## src/rtl/crc_appender_pkg.sv

```systemverilog
// Shared types and constants for the USB serial CRC appender.
package crc_appender_pkg;

    // Packet type strobe encodings on i_pkt_in
    typedef enum logic [1:0] {
        PKT_NONE   = 2'b00,
        PKT_TOKEN  = 2'b01,
        PKT_HSHAKE = 2'b10,
        PKT_DATA   = 2'b11
    } pkt_type_t;

    // Appender control states
    typedef enum logic [1:0] {
        ST_IDLE,
        ST_PASS,
        ST_CRC,
        ST_DONE
    } state_t;

    // Serial bit counts per packet type (SYNC+PID included)
    localparam logic [6:0] HSHAKE_BITS = 7'd16;
    localparam logic [6:0] TOKEN_BITS  = 7'd27;
    localparam logic [6:0] DATA_BITS   = 7'd80;
    localparam logic [6:0] HDR_BITS    = 7'd16;

    // CRC generators, presets and good-packet residuals
    localparam logic [4:0]  CRC5_POLY      = 5'h05;
    localparam logic [4:0]  CRC5_INIT      = 5'h1F;
    localparam logic [4:0]  CRC5_RESIDUAL  = 5'b01100;
    localparam logic [15:0] CRC16_POLY     = 16'h8005;
    localparam logic [15:0] CRC16_INIT     = 16'hFFFF;
    localparam logic [15:0] CRC16_RESIDUAL = 16'h800D;

    // Number of serial bits the encoder delivers for a packet type
    function automatic logic [6:0] pktLength(input pkt_type_t t);
        case (t)
            PKT_TOKEN:  return TOKEN_BITS;
            PKT_DATA:   return DATA_BITS;
            PKT_HSHAKE: return HSHAKE_BITS;
            default:    return 7'd0;
        endcase
    endfunction

    // Number of CRC bits appended for a packet type
    function automatic logic [6:0] crcWidth(input pkt_type_t t);
        case (t)
            PKT_TOKEN: return 7'd5;
            PKT_DATA:  return 7'd16;
            default:   return 7'd0;
        endcase
    endfunction

endpackage

```

## src/rtl/crc_appender_serial_crc.sv

```systemverilog
// Bit-serial CRC register: preset, update with one data bit, or plain shift-out.
module serial_crc
    import crc_appender_pkg::*;
#(
    parameter int           W    = 5,
    parameter logic [W-1:0] POLY = '0,
    parameter logic [W-1:0] INIT = '1
) (
    input  logic         clk,
    input  logic         rst_n,
    input  logic         i_clear,
    input  logic         i_enable,
    input  logic         i_shift,
    input  logic         i_data,
    output logic [W-1:0] o_crc
);

    logic [W-1:0] r_crc;

    // Preset wins over update; shift moves the finished CRC out MSb first
    always_ff @(posedge clk or negedge rst_n) begin
        if (!rst_n) begin
            r_crc <= INIT;
        end else if (i_clear) begin
            r_crc <= INIT;
        end else if (i_enable) begin
            r_crc <= {r_crc[W-2:0], 1'b0} ^ ((i_data ^ r_crc[W-1]) ? POLY : '0);
        end else if (i_shift) begin
            r_crc <= {r_crc[W-2:0], 1'b0};
        end
    end

    assign o_crc = r_crc;

endmodule

```

## src/rtl/crc_appender.sv

```systemverilog
// Passes encoder bits through with one cycle of latency and appends the
// complemented USB CRC5/CRC16, then pulses end-of-packet.
module crc_appender
    import crc_appender_pkg::*;
(
    input  logic       clk,
    input  logic       rst_n,
    input  logic [1:0] i_pkt_in,
    input  logic       i_s_in,
    input  logic       i_endr,
    output logic       o_bit_out,
    output logic       o_bit_valid,
    output logic       o_pkt_end,
    output logic       o_frame_err
);

    state_t    r_state;
    pkt_type_t r_pktType;
    logic [6:0] r_count;
    logic       r_endrCheck;
    logic       r_bitOut;
    logic       r_bitValid;
    logic       r_pktEnd;
    logic       r_frameErr;

    state_t    w_nextState;
    pkt_type_t w_nextType;
    logic [6:0] w_nextCount;
    logic       w_nextEndrCheck;
    logic       w_nextBit;
    logic       w_nextValid;
    logic       w_nextEnd;
    logic       w_nextErr;
    logic       w_crcClear;
    logic       w_crc5En;
    logic       w_crc16En;
    logic       w_crc5Shift;
    logic       w_crc16Shift;
    logic [4:0]  w_crc5;
    logic [15:0] w_crc16;
    logic        w_crcMsb;
    logic [6:0]  w_lastBit;
    logic [6:0]  w_width;

    assign w_lastBit = pktLength(r_pktType) - 7'd1;
    assign w_width   = crcWidth(r_pktType);
    assign w_crcMsb  = (r_pktType == PKT_DATA) ? w_crc16[15] : w_crc5[4];

    serial_crc #(.W(5), .POLY(CRC5_POLY), .INIT(CRC5_INIT)) u_crc5 (
        .clk      (clk),
        .rst_n    (rst_n),
        .i_clear  (w_crcClear),
        .i_enable (w_crc5En),
        .i_shift  (w_crc5Shift),
        .i_data   (i_s_in),
        .o_crc    (w_crc5)
    );

    serial_crc #(.W(16), .POLY(CRC16_POLY), .INIT(CRC16_INIT)) u_crc16 (
        .clk      (clk),
        .rst_n    (rst_n),
        .i_clear  (w_crcClear),
        .i_enable (w_crc16En),
        .i_shift  (w_crc16Shift),
        .i_data   (i_s_in),
        .o_crc    (w_crc16)
    );

    // Next-state, counter, CRC control and next output values
    always_comb begin
        w_nextState     = r_state;
        w_nextType      = r_pktType;
        w_nextCount     = r_count;
        w_nextEndrCheck = 1'b0;
        w_nextBit       = 1'b0;
        w_nextValid     = 1'b0;
        w_nextEnd       = 1'b0;
        w_nextErr       = r_endrCheck & ~i_endr;
        w_crcClear      = 1'b0;
        w_crc5En        = 1'b0;
        w_crc16En       = 1'b0;
        w_crc5Shift     = 1'b0;
        w_crc16Shift    = 1'b0;
        case (r_state)
            ST_IDLE: begin
                if (i_pkt_in != PKT_NONE) begin
                    w_nextType  = pkt_type_t'(i_pkt_in);
                    w_nextCount = 7'd0;
                    w_crcClear  = 1'b1;
                    w_nextState = ST_PASS;
                end
            end
            ST_PASS: begin
                w_nextBit   = i_s_in;
                w_nextValid = 1'b1;
                if (i_endr || (i_pkt_in != PKT_NONE)) begin
                    w_nextErr = 1'b1;
                end
                if (r_count >= HDR_BITS) begin
                    w_crc5En  = (r_pktType == PKT_TOKEN);
                    w_crc16En = (r_pktType == PKT_DATA);
                end
                if (r_count == w_lastBit) begin
                    w_nextCount     = 7'd0;
                    w_nextEndrCheck = 1'b1;
                    w_nextState     = (w_width != 7'd0) ? ST_CRC : ST_DONE;
                end else begin
                    w_nextCount = r_count + 7'd1;
                end
            end
            ST_CRC: begin
                w_nextBit    = ~w_crcMsb;
                w_nextValid  = 1'b1;
                w_crc5Shift  = (r_pktType == PKT_TOKEN);
                w_crc16Shift = (r_pktType == PKT_DATA);
                if (i_pkt_in != PKT_NONE) begin
                    w_nextErr = 1'b1;
                end
                if (r_count == (w_width - 7'd1)) begin
                    w_nextCount = 7'd0;
                    w_nextState = ST_DONE;
                end else begin
                    w_nextCount = r_count + 7'd1;
                end
            end
            ST_DONE: begin
                w_nextEnd = 1'b1;
                if (i_pkt_in != PKT_NONE) begin
                    w_nextErr = 1'b1;
                end
                w_nextState = ST_IDLE;
            end
            default: begin
                w_nextState = ST_IDLE;
            end
        endcase
    end

    // State, counter and registered outputs; reset aborts any packet at once
    always_ff @(posedge clk or negedge rst_n) begin
        if (!rst_n) begin
            r_state     <= ST_IDLE;
            r_pktType   <= PKT_NONE;
            r_count     <= 7'd0;
            r_endrCheck <= 1'b0;
            r_bitOut    <= 1'b0;
            r_bitValid  <= 1'b0;
            r_pktEnd    <= 1'b0;
            r_frameErr  <= 1'b0;
        end else begin
            r_state     <= w_nextState;
            r_pktType   <= w_nextType;
            r_count     <= w_nextCount;
            r_endrCheck <= w_nextEndrCheck;
            r_bitOut    <= w_nextBit;
            r_bitValid  <= w_nextValid;
            r_pktEnd    <= w_nextEnd;
            r_frameErr  <= w_nextErr;
        end
    end

    assign o_bit_out   = r_bitOut;
    assign o_bit_valid = r_bitValid;
    assign o_pkt_end   = r_pktEnd;
    assign o_frame_err = r_frameErr;

endmodule

```

## config.mk

```make
export PLATFORM = sky130hd
export DESIGN_NAME = crc_appender
export DESIGN_NICKNAME = d
export VERILOG_FILES = /design/src/rtl/crc_appender_pkg.sv /design/src/rtl/crc_appender_serial_crc.sv /design/src/rtl/crc_appender.sv
export SDC_FILE = /design/constraint.sdc
export NUM_CORES = 1
export LEC_CHECK = 0
export ABC_CLOCK_PERIOD_IN_PS = 2400
export CAP_MARGIN = 25
export CORE_ASPECT_RATIO = 0.6
export CORE_MARGIN = 8
export CORE_UTILIZATION = 52
export CTS_BUF_LIST = sky130_fd_sc_hd__clkbuf_2 sky130_fd_sc_hd__clkbuf_4 sky130_fd_sc_hd__clkbuf_8
export DETAILED_ROUTE_END_ITERATION = 10
export PLACE_DENSITY = 0.7
export SLEW_MARGIN = 20
export SYNTH_ARGS = -nofsm -noshare
export SYNTH_HDL_FRONTEND = slang
export SYNTH_HIERARCHICAL = 1
export SYNTH_SLANG_ARGS = --single-unit
```

## constraint.sdc

```tcl
create_clock -name clk -period 2.4 [get_ports clk]
set_input_delay 0.72 -clock clk [delete_from_list [all_inputs] [get_ports clk]]
set_output_delay 0.72 -clock clk [all_outputs]
set_load 0.01 [all_outputs]
```

==> results of run 1 <==
-- metrics by stage --
stage                     area [µm²]    util
final                           2574  0.6177
after global routing            2574  0.6177
after CTS                       2574  0.6177
after detailed placement        2476  0.5943
after global placement          2476  0.5943
after floorplan                 2275       -
-- Yosys cell counts (all sizes together), types with 3 or more instances --
cell and count:
inv 16, nor3b 6, ha 13, o2111ai 4
nor2b 6, a211o 4, nor2 30, or3 6
buf 8, dfrtp 16, nand3 3, or2 4
nand2 15, and2 4, a21oi 15, xor2 6
and3 5, nor3 7, dfstp 21, o21ai 10
o221ai 3
-- worst min path at each step --
stage                       endpoint  slack, ns  cells after the start
global route        u_crc16/o_crc[0]       0.49                      2
detailed placement  u_crc16/o_crc[0]       0.48                      2
global placement    u_crc16/o_crc[0]       0.48                      2
CTS                 u_crc16/o_crc[0]       0.49                      2
floorplan                  o_bit_out       0.42                      0
finish                    r_count[1]       0.47                      1
-- layout by cell type (no fill, tap or decap), types with 7 or more instances in the layout --
cell             count
nor2_1              23
dfrtp_1             16
nor2_2               7
dfstp_2             21
ha_1                13
clkdlybuf4s50_1      8
a21oi_2             12
nand2_1             15
inv_1               16
buf_4               16
-- report_power, final --
part	internal, µW	switching, µW	total [µW]
clock	257	205	462
combinational	146	150	296
sequential	848	92.6	940
-- layout make-up --
class	instances	area (µm²)	share of cell area
Clock buffer	8	97.59	0.03792
Multi-Input combinational cell	164	1164	0.4521
Tap cell	60	75.07	0.02917
Timing Repair Buffer	26	225.2	0.08751
Sequential cell	37	952.2	0.3700
Inverter	16	60.06	0.02333
-- per-layer routing --
| layer | GRT usage | part of all wire | up-vias |
|---|---|---|---|
| met2 | 0.1705 | 0.36 | 32 |
| met1 | 0.2273 | 0.59 | 745 |
| met4 | 0.03867 | 0.0067 | 0 |
| met3 | 0.03282 | 0.043 | 5 |
| li1 | - | - | 831 |
| met5 | 0 | 0 | - |
-- kinds of logic (layout without fill, tap and decap cells) --
group | after synthesis | in the layout | share of synthesized area
xor+xnor | 7 | 7 | 0.02695
simple gates | 93 | 93 | 0.2299
fa+ha+maj | 13 | 13 | 0.07151
mux | 2 | 2 | 0.009351
flops | 37 | 37 | 0.4186
buf+inv | 25 | 50 | 0.06986
compound gates | 49 | 49 | 0.1738
-- sequential cells by signal (all words and copies together) (netlist names) --
signal	flops
u_crc16/o_crc	16
r_count	7
u_crc5/o_crc	5
r_pktType	2
r_state	2
o_bit_out	1
o_bit_valid	1
o_frame_err	1
o_pkt_end	1
r_endrCheck	1
==> metrics, run 1 <==
status completed; CP startpoint r_pktType[0]; largest net degree at the start of global routing 32; # DRC 0; CP most frequent cell ha_1; clk sinks 37; RR Startpoint r_pktType[0]; RSZ-0062 raised after global routing false; dpl ws -0.01806 ns; crit-path max FO 5; number of cell rows 18; area leader, netlist dfstp_2; Syn Std Cell Area 2275 µm²; Slew @ Worst Pin 0.6867 ns; GRT Total Usage 0.1400; Bufs and invs on worst path 2; Pre-antenna DRT Iters 4; CP Capture Point r_count[5]; Tmin final 2.200 ns; CP Launch Type flop; synth warn 6; CTS tree done; Post CTS Setup Buffer Count 0; Max Cap Viol 0; asr flop ratio synth 1.000; sequential-to-total area share from yosys stat 0.4186; reg2reg path depth 9; worst hold path type input port to asynchronous set/reset pin; Worst R2R Setup Slack 0.20 ns; Worst EP arrival roughly 2.4 ns; Min Hold Slack approximately 0.47 ns; die area just under 7000 µm²; Final Hold Fails 0; routability cong. 0.7841; gr ovfl total 0; core area roughly 4200 µm²; Mapped Avg Cell Area about 10 µm²; P_leak 0.001136 µW; clk_lat worst skew 0.28 ns; vias in the first global route ~1500; EDFF count, synth 0; initial antenna violation count 0; synthesis-to-layout area growth 13.15%; Final TNS setup 0 ns; CP Cell Sequence ha_1 > inv_1 > ha_1 > xor2_1 > nand4_1 > o31a_1 > buf_4 > o21ai_2 > o211ai_1; Pwr Density 659.8 nW/µm²; final setup vio count 0; wire length per cell 14.33 µm; final worst path period share 0.9168; layout cells sized above 1 0.3307; CP peak stage delay 0.44 ns; Clock Tree Root clkbuf_8; filler cell count ~350; Antenna Nets Post-Route 0; Main synth FF type dfstp_2; Power Total roughly 1700 µW; Slew headroom 0.5422; Critical R2R Capture r_count[5]; WP depth 9; clock tree buffer depth 2; FMAX around 0.45 GHz; Max Slew Vio Count 0; clock-pin slew on the worst setup and hold paths ~0.07 ns; Num CTS Buffers 5; slowest CP cell dfrtp_1; post-DR vias/cell 5.186; PostCTS Resize Cnt 0; I/O Pins 10; # diodes 0; CP Class flop to flop; H-tree level count 2; Syn Inst Count approximately 230; Peak VDD IR 0.4760 mV; Synth Register Bits 37; delay-heaviest family, CP compound AO/OA/AOI/OAI gates; dpl hpwl 3.285 mm; final WL 4.458 mm; Synth Net Count 245; port bufs 9; die height 67.23 µm; CP Capture Type flop; DR vias roughly 1600; die width 101.4 µm; placed cell count 303; Critical Path RT ~2.6 ns; Synth area leaders dfstp_2, dfrtp_1, ha_1; first-pass GRT wire length 7.362 mm; clock skew approximately 0.0055 ns; Hold Buf Count CTS 0; fin nets 269; top-area cell type share of the netlist area 0.2426; fin worst setup slack 0.1997 ns; Cell variety after synth 55; non-filler instance count after layout 311; drt initial violations 118; initial cell density of the core 0.5459
No activity file was read; power rests on OpenSTA's default activity.
==> run 2, diff against run 1 <==
--- a/config.mk
+++ b/config.mk
@@ -6,12 +6,13 @@
 export NUM_CORES = 1
 export LEC_CHECK = 0
 export ABC_CLOCK_PERIOD_IN_PS = 2400
-export CAP_MARGIN = 25
-export CORE_ASPECT_RATIO = 0.6
+export CAP_MARGIN = 5
+export CORE_ASPECT_RATIO = 0.9
 export CORE_MARGIN = 8
 export CORE_UTILIZATION = 52
 export CTS_BUF_LIST = sky130_fd_sc_hd__clkbuf_2 sky130_fd_sc_hd__clkbuf_4 sky130_fd_sc_hd__clkbuf_8
 export DETAILED_ROUTE_END_ITERATION = 10
+export GPL_TIMING_DRIVEN = 0
 export PLACE_DENSITY = 0.7
 export SLEW_MARGIN = 20
 export SYNTH_ARGS = -nofsm -noshare
==> metrics, run 2 (synthesized netlist as in run 1, its figures left out) <==
gr ovfl total 0 (unchanged); drt initial violations 47 (-60%); H-tree level count 2 (unchanged); commonest non-fill, non-tap cell in the layout nor2_1; first-pass GRT wire length 7.831 mm (+6.4%); Max Cap Viol 0 (unchanged); initial antenna violation count 0 (unchanged); Final TNS setup 0 ns (unchanged); final worst path period share 0.9397 (+0.02291); number of cell rows 23 (+5); Antenna Nets Post-Route 0 (unchanged); Pre-antenna DRT Iters 4 (unchanged); RSZ-0062 raised after global routing false; RR Startpoint r_pktType[1]; Pwr Density 675.1 nW/µm² (+2.3%); largest net degree at the start of global routing 22 (-31%); Slew @ Worst Pin 0.4239 ns (-0.2628 ns); most frequent cells in the layout nor2_1, dfstp_2, nand2_1, dfrtp_1, inv_1; clk_lat worst skew 0.29 ns (about the same); dpl hpwl 3.007 mm (-8.5%); CP Launch Type flop; CP Class flop to flop; DR vias 1637 (+1.5%); max FFs per register 16 (unchanged); Max Slew Vio Count 0 (unchanged); P_leak 0.001147 µW (+1.0%); synthesis-to-layout area growth 15.79%; worst hold path type input port to asynchronous set/reset pin; crit-path max FO 6 (+1); status completed; Critical Path RT 2.57 ns (+0.02 ns); final WL 4.260 mm (-4.4%); # DRC 0 (unchanged); Clock Tree Root clkbuf_8; Min Hold Slack 0.3645 ns (-0.1068 ns); fin nets 267 (-0.74%); clock tree buffer depth 2 (unchanged); final setup vio count 0 (unchanged); FMAX 0.4434 GHz (-2.4%); core area 4317 µm² (+3.6%); Num CTS Buffers 5 (unchanged); clock-pin slew on the worst setup and hold paths 0.07 ns (about the same); wire length per cell 14.25 µm (-0.61%); Worst R2R Setup Slack 0.14 ns (-0.05 ns); layout cells sized above 1 0.3414 (+0.01069); GRT Total Usage 0.1437 (+0.003758); Hold Buf Count CTS 0 (unchanged); Slew headroom 0.7174 (+0.1752); clk sinks 37 (unchanged); die area 6750 µm² (-0.98%); I/O Pins 10 (unchanged); die height 78.75 µm (+17%); Worst EP arrival 2.42 ns (+0.07 ns); initial cell density of the core 0.5270 (-0.01899); Final Hold Fails 0 (unchanged); # diodes 0 (unchanged); CP startpoint r_pktType[1]; die width 85.72 µm (-15%); routability cong. 0.7716 (-1.6%); Peak VDD IR 0.3462 mV (-27%); CP Capture Type flop; Tmin final 2.255 ns (+0.05499 ns); port bufs 9 (unchanged); post-DR vias/cell 5.475 (+5.6%); vias in the first global route 1653 (+14%); clock skew 0.006645 ns (+0.001152 ns); CTS tree done
run 2: metal layers:
| layer | GRT usage | wire (µm) | vias up |
|---|---|---|---|
| met3 | 0.03196 | 105 | 6 |
| met5 | 0 | 0 | - |
| met1 | 0.1874 | 2139 | 782 |
| met2 | 0.2293 | 1948 | 16 |
| met4 | 0.05245 | 68 | 0 |
| li1 | - | - | 833 |
run 2: repair_timing:
item	CTS	global route
hold endpoints to repair	0	0
pin swaps	0	1
setup endpoints to repair	1	9
buffers inserted	2	3
resized for setup	2	5
run 2: worst max-delay path, cell delays in order, from the launching register on:
cell	delay, ns
dfrtp_1	0.39
inv_2	0.10
ha_4	0.17
inv_1	0.05
ha_1	0.30
xor2_1	0.13
nand4_1	0.11
o31a_1	0.37
nor3_2	0.17
mux2_1	0.34
run 2: path summary, 6_finish.rpt:
kind,end,cells after the start
min in group clk,u_crc16/o_crc[0],2
setup reg to reg,r_state[1],9
hold reg to reg,u_crc16/o_crc[0],2
setup / recovery,r_state[1],9
max in group asynchronous,u_crc16/o_crc[8],2
hold / removal,o_bit_out,1
run 2: area by class of cell:
class	count	area (µm²)
inverter	16	60.06
multi-input combinational	164	1189
fill	359	1683
clock buffer	7	90.09
sequential	37	953.4
timing repair buffer	15	150.1
tap	50	62.56
buffer	9	98.84
clock inverter	1	30.03
run 2: power by group:
group / leakage (µW) / total, µW / internal [µW] / switching, µW
sequential: 0.000406 / 930 / 847 / 83.5
clock: 0.0000619 / 561 / 350 / 211
combinational: 0.000680 / 287 / 148 / 139
run 2: stage by stage:
step | utilization | total power, µW | setup WS, ns | cell area [µm²] | instances
floorplan | - | 1154 | 0.2081 | 2275 | 226
global placement | 0.5623 | 1220 | -0.3116 | 2427 | 285
detailed placement | 0.5675 | 1233 | -0.1925 | 2450 | 286
CTS | 0.6000 | 1807 | 0.05267 | 2590 | 296
global route | 0.6101 | 1892 | 0.0006581 | 2634 | 299
finish | 0.6101 | 1778 | 0.1447 | 2634 | 299
==> run 3, diff against run 2 <==
--- a/config.mk
+++ b/config.mk
@@ -5,7 +5,6 @@
 export SDC_FILE = /design/constraint.sdc
 export NUM_CORES = 1
 export LEC_CHECK = 0
-export ABC_CLOCK_PERIOD_IN_PS = 2400
 export CAP_MARGIN = 5
 export CORE_ASPECT_RATIO = 0.9
 export CORE_MARGIN = 8
==> results of run 3 <==
Same layout as run 2: the final DEF is identical, and so are final timing and power.
==> RTL edit 1: new RTL, settings of run 2 <==
Re-encode `state_t` (4 states) as Gray code, 2 bits wide.
--- a/src/rtl/crc_appender_pkg.sv
+++ b/src/rtl/crc_appender_pkg.sv
@@ -11,10 +11,10 @@
 
     // Appender control states
     typedef enum logic [1:0] {
-        ST_IDLE,
-        ST_PASS,
-        ST_CRC,
-        ST_DONE
+        ST_IDLE = 2'b00,
+        ST_PASS = 2'b01,
+        ST_CRC  = 2'b11,
+        ST_DONE = 2'b10
     } state_t;
 
     // Serial bit counts per packet type (SYNC+PID included)
Check against the original RTL: same outputs for any inputs over 10 cycles, from zero or initial values and one cycle with rst_n low; not proved beyond that.
==> RTL edit 1 against run 2 <==
- hold slack got worse by 0.025 ns
- worst setup slack got worse by 0.0068 ns
- synthesized area fell by 7.1%
- wire length fell by 11%
- synthesized cell count fell by 4.9%
- sequential share of layout area rose by 3.6 points
- sequential cell count did not move
- design area fell by 9.1%
- clock skew fell by 0.0015 ns
- non-clock buffer count fell by 2
- count of clock-buffer cells in the layout rose by 1
- critical endpoint is now u_crc16/o_crc[5]$_DFFE_PN1P_
Power is not compared: it rests on default switching activity, and its combinational part moved more than twofold at a synthesized area within 25%.
==> RTL edit 1: results (changes against run 2) <==
Critical-path top delay cell: clkdlybuf4s50_1 (was dfrtp_1)
fraction of layout cells with a size suffix above 1: 33.0% (was 34.1%)
met3 wire length: 124 µm (was 105 µm)
slew margin rel.: 66.1% (was 71.7%)
register area share after synthesis: 45.1% (was 41.9%)
largest net degree at the start of global routing: 25 (was 22)
first-pass GRT wire length: 6.82 mm (was 7.83 mm)
Detailed Route WL: 3.78 mm (was 4.26 mm)
post-layout util: 60.0% (was 61.0%)
FF-to-FF End: u_crc16/o_crc[5]$_DFFE_PN1P_ (was r_state[1]$_DFFE_PN0P_)
critical path data arrival time: 2.48 ns (was 2.42 ns)
syn avg cell area: 9.83 µm² (was 10.1 µm²)
Post-Place Worst Slack: -0.271 ns (was -0.192 ns)
Sw Ratio: 38.4%
slowest cell delay on critical path: 0.42 ns (was 0.39 ns)
reg2reg start: r_state[0]$_DFFE_PN0P_ (was r_pktType[1]$_DFFE_PN0P_)
list of most frequent post-synthesis cells: nor2_1, dfstp_2, dfrtp_1 (was nor2_1, dfstp_2, dfrtp_1, inv_1, nand2_1)
endpoints failing setup: 0 (unchanged)
Worst Path Max Fanout: 14 (was 6)
top cells by area, synth: dfstp_2, dfrtp_1, nor2_1 (was dfstp_2, dfrtp_1, ha_1)
Longest Clk Path Bufs: 2 (unchanged)
hold slack: 0.339 ns (was 0.365 ns)
DR vias/cell: 5.41 (was 5.47)
flop-to-flop setup slack: 0.38 ns (was 0.14 ns)
skew final: 0.00511 ns (was 0.00665 ns)
Placed Area: 2290 µm² (was 2450 µm²)
Nets: 244 (was 267)
distinct cell type count after synthesis: 54 (was 55)
met2 WL: 1.54 mm (was 1.95 mm)
Worst Setup SP: i_pkt_in[1] (was r_pktType[1]$_DFFE_PN0P_)
fill cell count: 372 (was 359)
Global Route Usage Sum: 12.9% (was 14.4%)
Design Power: 3.43 mW
post_cts resized: 0 (was 2)
yosys warns: 6 (unchanged)
crit path kind: primary input to register (was register to register)
dpl cells: 273 (was 286)
r2r worst-path depth: 10 (was 9)
Async S/R FF share, synth: 100% (unchanged)
routability cong.: 0.742 (was 0.772)
hpwl dp: 2.73 mm (was 3.01 mm)
WL met1: 2.04 mm (was 2.14 mm)
status: finished, final reports clean (unchanged)
Fmax achieved: 0.442 GHz (was 0.443 GHz)
CTS clk-pin slew, worst paths: 0.07 ns (about the same)
Syn Nets: 227 (was 245)
Crit path max-delay family: simple AND/OR/NAND/NOR gates (was adder cells)
vias in the first global route: 1465 (was 1653)
post-CTS setup buffer count: 0 (was 2)
max reg flops: 16 (unchanged)
DRT iter0 DRCs: 55 (was 47)
P_leak: 1.05 nW
DR WL/cell: 13.4 µm (was 14.2 µm)
Combinational Power Share: 51.6%
RTL edit 1: changes by cell type after synthesis, sizes merged, moves of 4 or more:
cell | before | now
nor3b | 6 | 1
nand3 | 3 | 8
nor2 | 30 | 38
ha | 13 | 6
o21ai | 10 | 6
or3 | 6 | 2
RTL edit 1: cell families (layout without fill, tap and decap cells):
family | Yosys count | count (layout) | synth area share [%]
buffers and inverters | 25 | 43 | 7.70
AOI/OAI and AO/OA | 47 | 47 | 17.9
and+or+nand+nor | 92 | 92 | 22.2
muxes | 3 | 3 | 1.48
xor gates and xnor gates | 5 | 5 | 2.07
adders and majority gates | 6 | 6 | 3.55
DFF | 37 | 37 | 45.1
RTL edit 1: routing by layer:
metal  track usage (%)  up-vias
li1                  -      771
met1              17.0      727
met2              18.6       14
met3              3.85        7
met4              6.32        0
met5                 0        -
RTL edit 1: cell type report:
class	count	area share, %
multi-input combinational	153	42.2
sequential	37	39.8
buffer	12	4.75
timing repair buffer	10	4.70
clock buffer	8	4.08
tap	48	2.51
inverter	13	2.04
==> RTL edit 2: new RTL, flow settings as in run 2 <==
Made on the original files. Reset style: synchronous (`rst_n`), changed in 2 clocked blocks.
--- a/src/rtl/crc_appender_serial_crc.sv
+++ b/src/rtl/crc_appender_serial_crc.sv
@@ -18,7 +18,7 @@
     logic [W-1:0] r_crc;
 
     // Preset wins over update; shift moves the finished CRC out MSb first
-    always_ff @(posedge clk or negedge rst_n) begin
+    always_ff @(posedge clk) begin
         if (!rst_n) begin
             r_crc <= INIT;
         end else if (i_clear) begin
--- a/src/rtl/crc_appender.sv
+++ b/src/rtl/crc_appender.sv
@@ -137,7 +137,7 @@
     end
 
     // State, counter and registered outputs; reset aborts any packet at once
-    always_ff @(posedge clk or negedge rst_n) begin
+    always_ff @(posedge clk) begin
         if (!rst_n) begin
             r_state     <= ST_IDLE;
             r_pktType   <= PKT_NONE;
Behaviour: differs if rst_n is asserted again (counterexample within 4 cycles, from zero or initial values and one cycle with rst_n low); with rst_n held inactive, the same outputs for 10 cycles.
==> RTL edit 2 against run 2 <==
- largest cell class unchanged
- sequential cell count is the same
- synthesized cell count is 5.8% higher
- synthesized area shrank 11%
- worst setup slack got worse by 0.053 ns
- wire length decreased by 2.1%
- design area fell by 11%
- non-clock buffer count is 6 lower
Power is not compared: it rests on default switching activity, and its combinational part moved more than twofold at a synthesized area within 25%.
==> RTL edit 2: results (changes against run 2) <==
flop-to-flop setup slack: 0.16 ns (was 0.14 ns)
fill cell count: 330 (was 359)
syn avg cell area: 8.48 µm² (was 10.1 µm²)
Detailed Route WL: 4.17 mm (was 4.26 mm)
Global Route Usage Sum: 15.3% (was 14.4%)
distinct cell type count after synthesis: 53 (was 55)
DRT iter0 DRCs: 158 (was 47)
met2 WL: 1.83 mm (was 1.95 mm)
first-pass GRT wire length: 7.39 mm (was 7.83 mm)
routability cong.: 0.867 (was 0.772)
DR vias/cell: 5.55 (was 5.47)
met3 usage in global routing: 4.53% (was 3.20%)
reg2reg start: r_pktType[1]$_SDFFE_PN0P_ (was r_pktType[1]$_DFFE_PN0P_)
Post-Synth Adder-Cell Area: 8.03% (was 7.15%)
Post-synth top flop: dfxtp_1 (was dfstp_2)
FF-to-FF End: r_state[0]$_SDFFE_PN0P_ (was r_state[1]$_DFFE_PN0P_)
vias in the first global route: 1622 (was 1653)
hold slack: 0.466 ns (was 0.365 ns)
status: finished, final reports clean (unchanged)
met2 usage: 22.9% (about the same)
list of most frequent post-synthesis cells: nand2_1, dfxtp_1, nand3_1 (was nor2_1, dfstp_2, dfrtp_1, inv_1, nand2_1)
skew final: 0.00907 ns (was 0.00665 ns)
dpl cells: 294 (was 286)
Worst-Margin Slew: 0.441 ns (was 0.424 ns)
fraction of layout cells with a size suffix above 1: 13.3% (was 34.1%)
met3 wire length: 167 µm (was 105 µm)
hpwl dp: 2.85 mm (was 3.01 mm)
worst min path class: register to register (was primary input to async pin)
drt pass-1 iters: 5 (was 4)
P_leak: 0.976 nW
post-CTS setup buffer count: 0 (was 2)
register area share after synthesis: 36.6% (was 41.9%)
Worst-Skew Late Latency: 0.30 ns
met1 Use GR: 19.8% (was 18.7%)
Worst Setup SP: i_pkt_in[1] (was r_pktType[1]$_DFFE_PN0P_)
Async S/R FF share, synth: 0% (was 100%)
xor/xnor share of the synthesized area: 3.40% (was 2.70%)
top cells by area, synth: dfxtp_1, nand2_1, ha_1 (was dfstp_2, dfrtp_1, ha_1)
Nets: 274 (was 267)
critical path data arrival time: 2.52 ns (was 2.42 ns)
r2r worst-path depth: 7 (was 9)
largest net degree at the start of global routing: 15 (was 22)
WL met1: 2.10 mm (was 2.14 mm)
Worst Path Max Fanout: 7 (was 6)
via count: 1676 (was 1637)
post-synthesis mux area share: 0.494% (was 0.935%)
## RTL edit 2: final cells by class
type	count	area (µm²)	area share [%]
well taps	46	57.6	2.44
plain buffers	9	48.8	2.07
inverters	16	60.1	2.55
flip-flops and latches	37	742	31.5
clock buffers	6	82.6	3.51
repair buffers	9	92.6	3.93
clock inverters	2	37.5	1.59
multi-input cells	177	1230	52.4
## RTL edit 2: critical path: stages
cell             delay [ns]
clkdlybuf4s50_1        0.59
nor3b_4                0.09
or2_1                  0.31
a211oi_2               0.45
o21ai_0                0.17
a22oi_1                0.19
## RTL edit 2: metrics by stage
stage | worst slack (ns) | TNS, ns | instance area, µm² | power [mW] | utilization, %
floorplan | 0.159 | 0 | 2030 | 1.15 | -
global placement | -0.494 | -5.03 | 2170 | 1.30 | 58.2
detailed placement | -0.538 | -5.56 | 2170 | 1.31 | 58.2
CTS | 0.0172 | 0 | 2320 | 1.90 | 62.2
global route | -0.0267 | -0.0580 | 2360 | 2.02 | 63.1
finish | 0.0920 | 0 | 2360 | 1.92 | 63.1
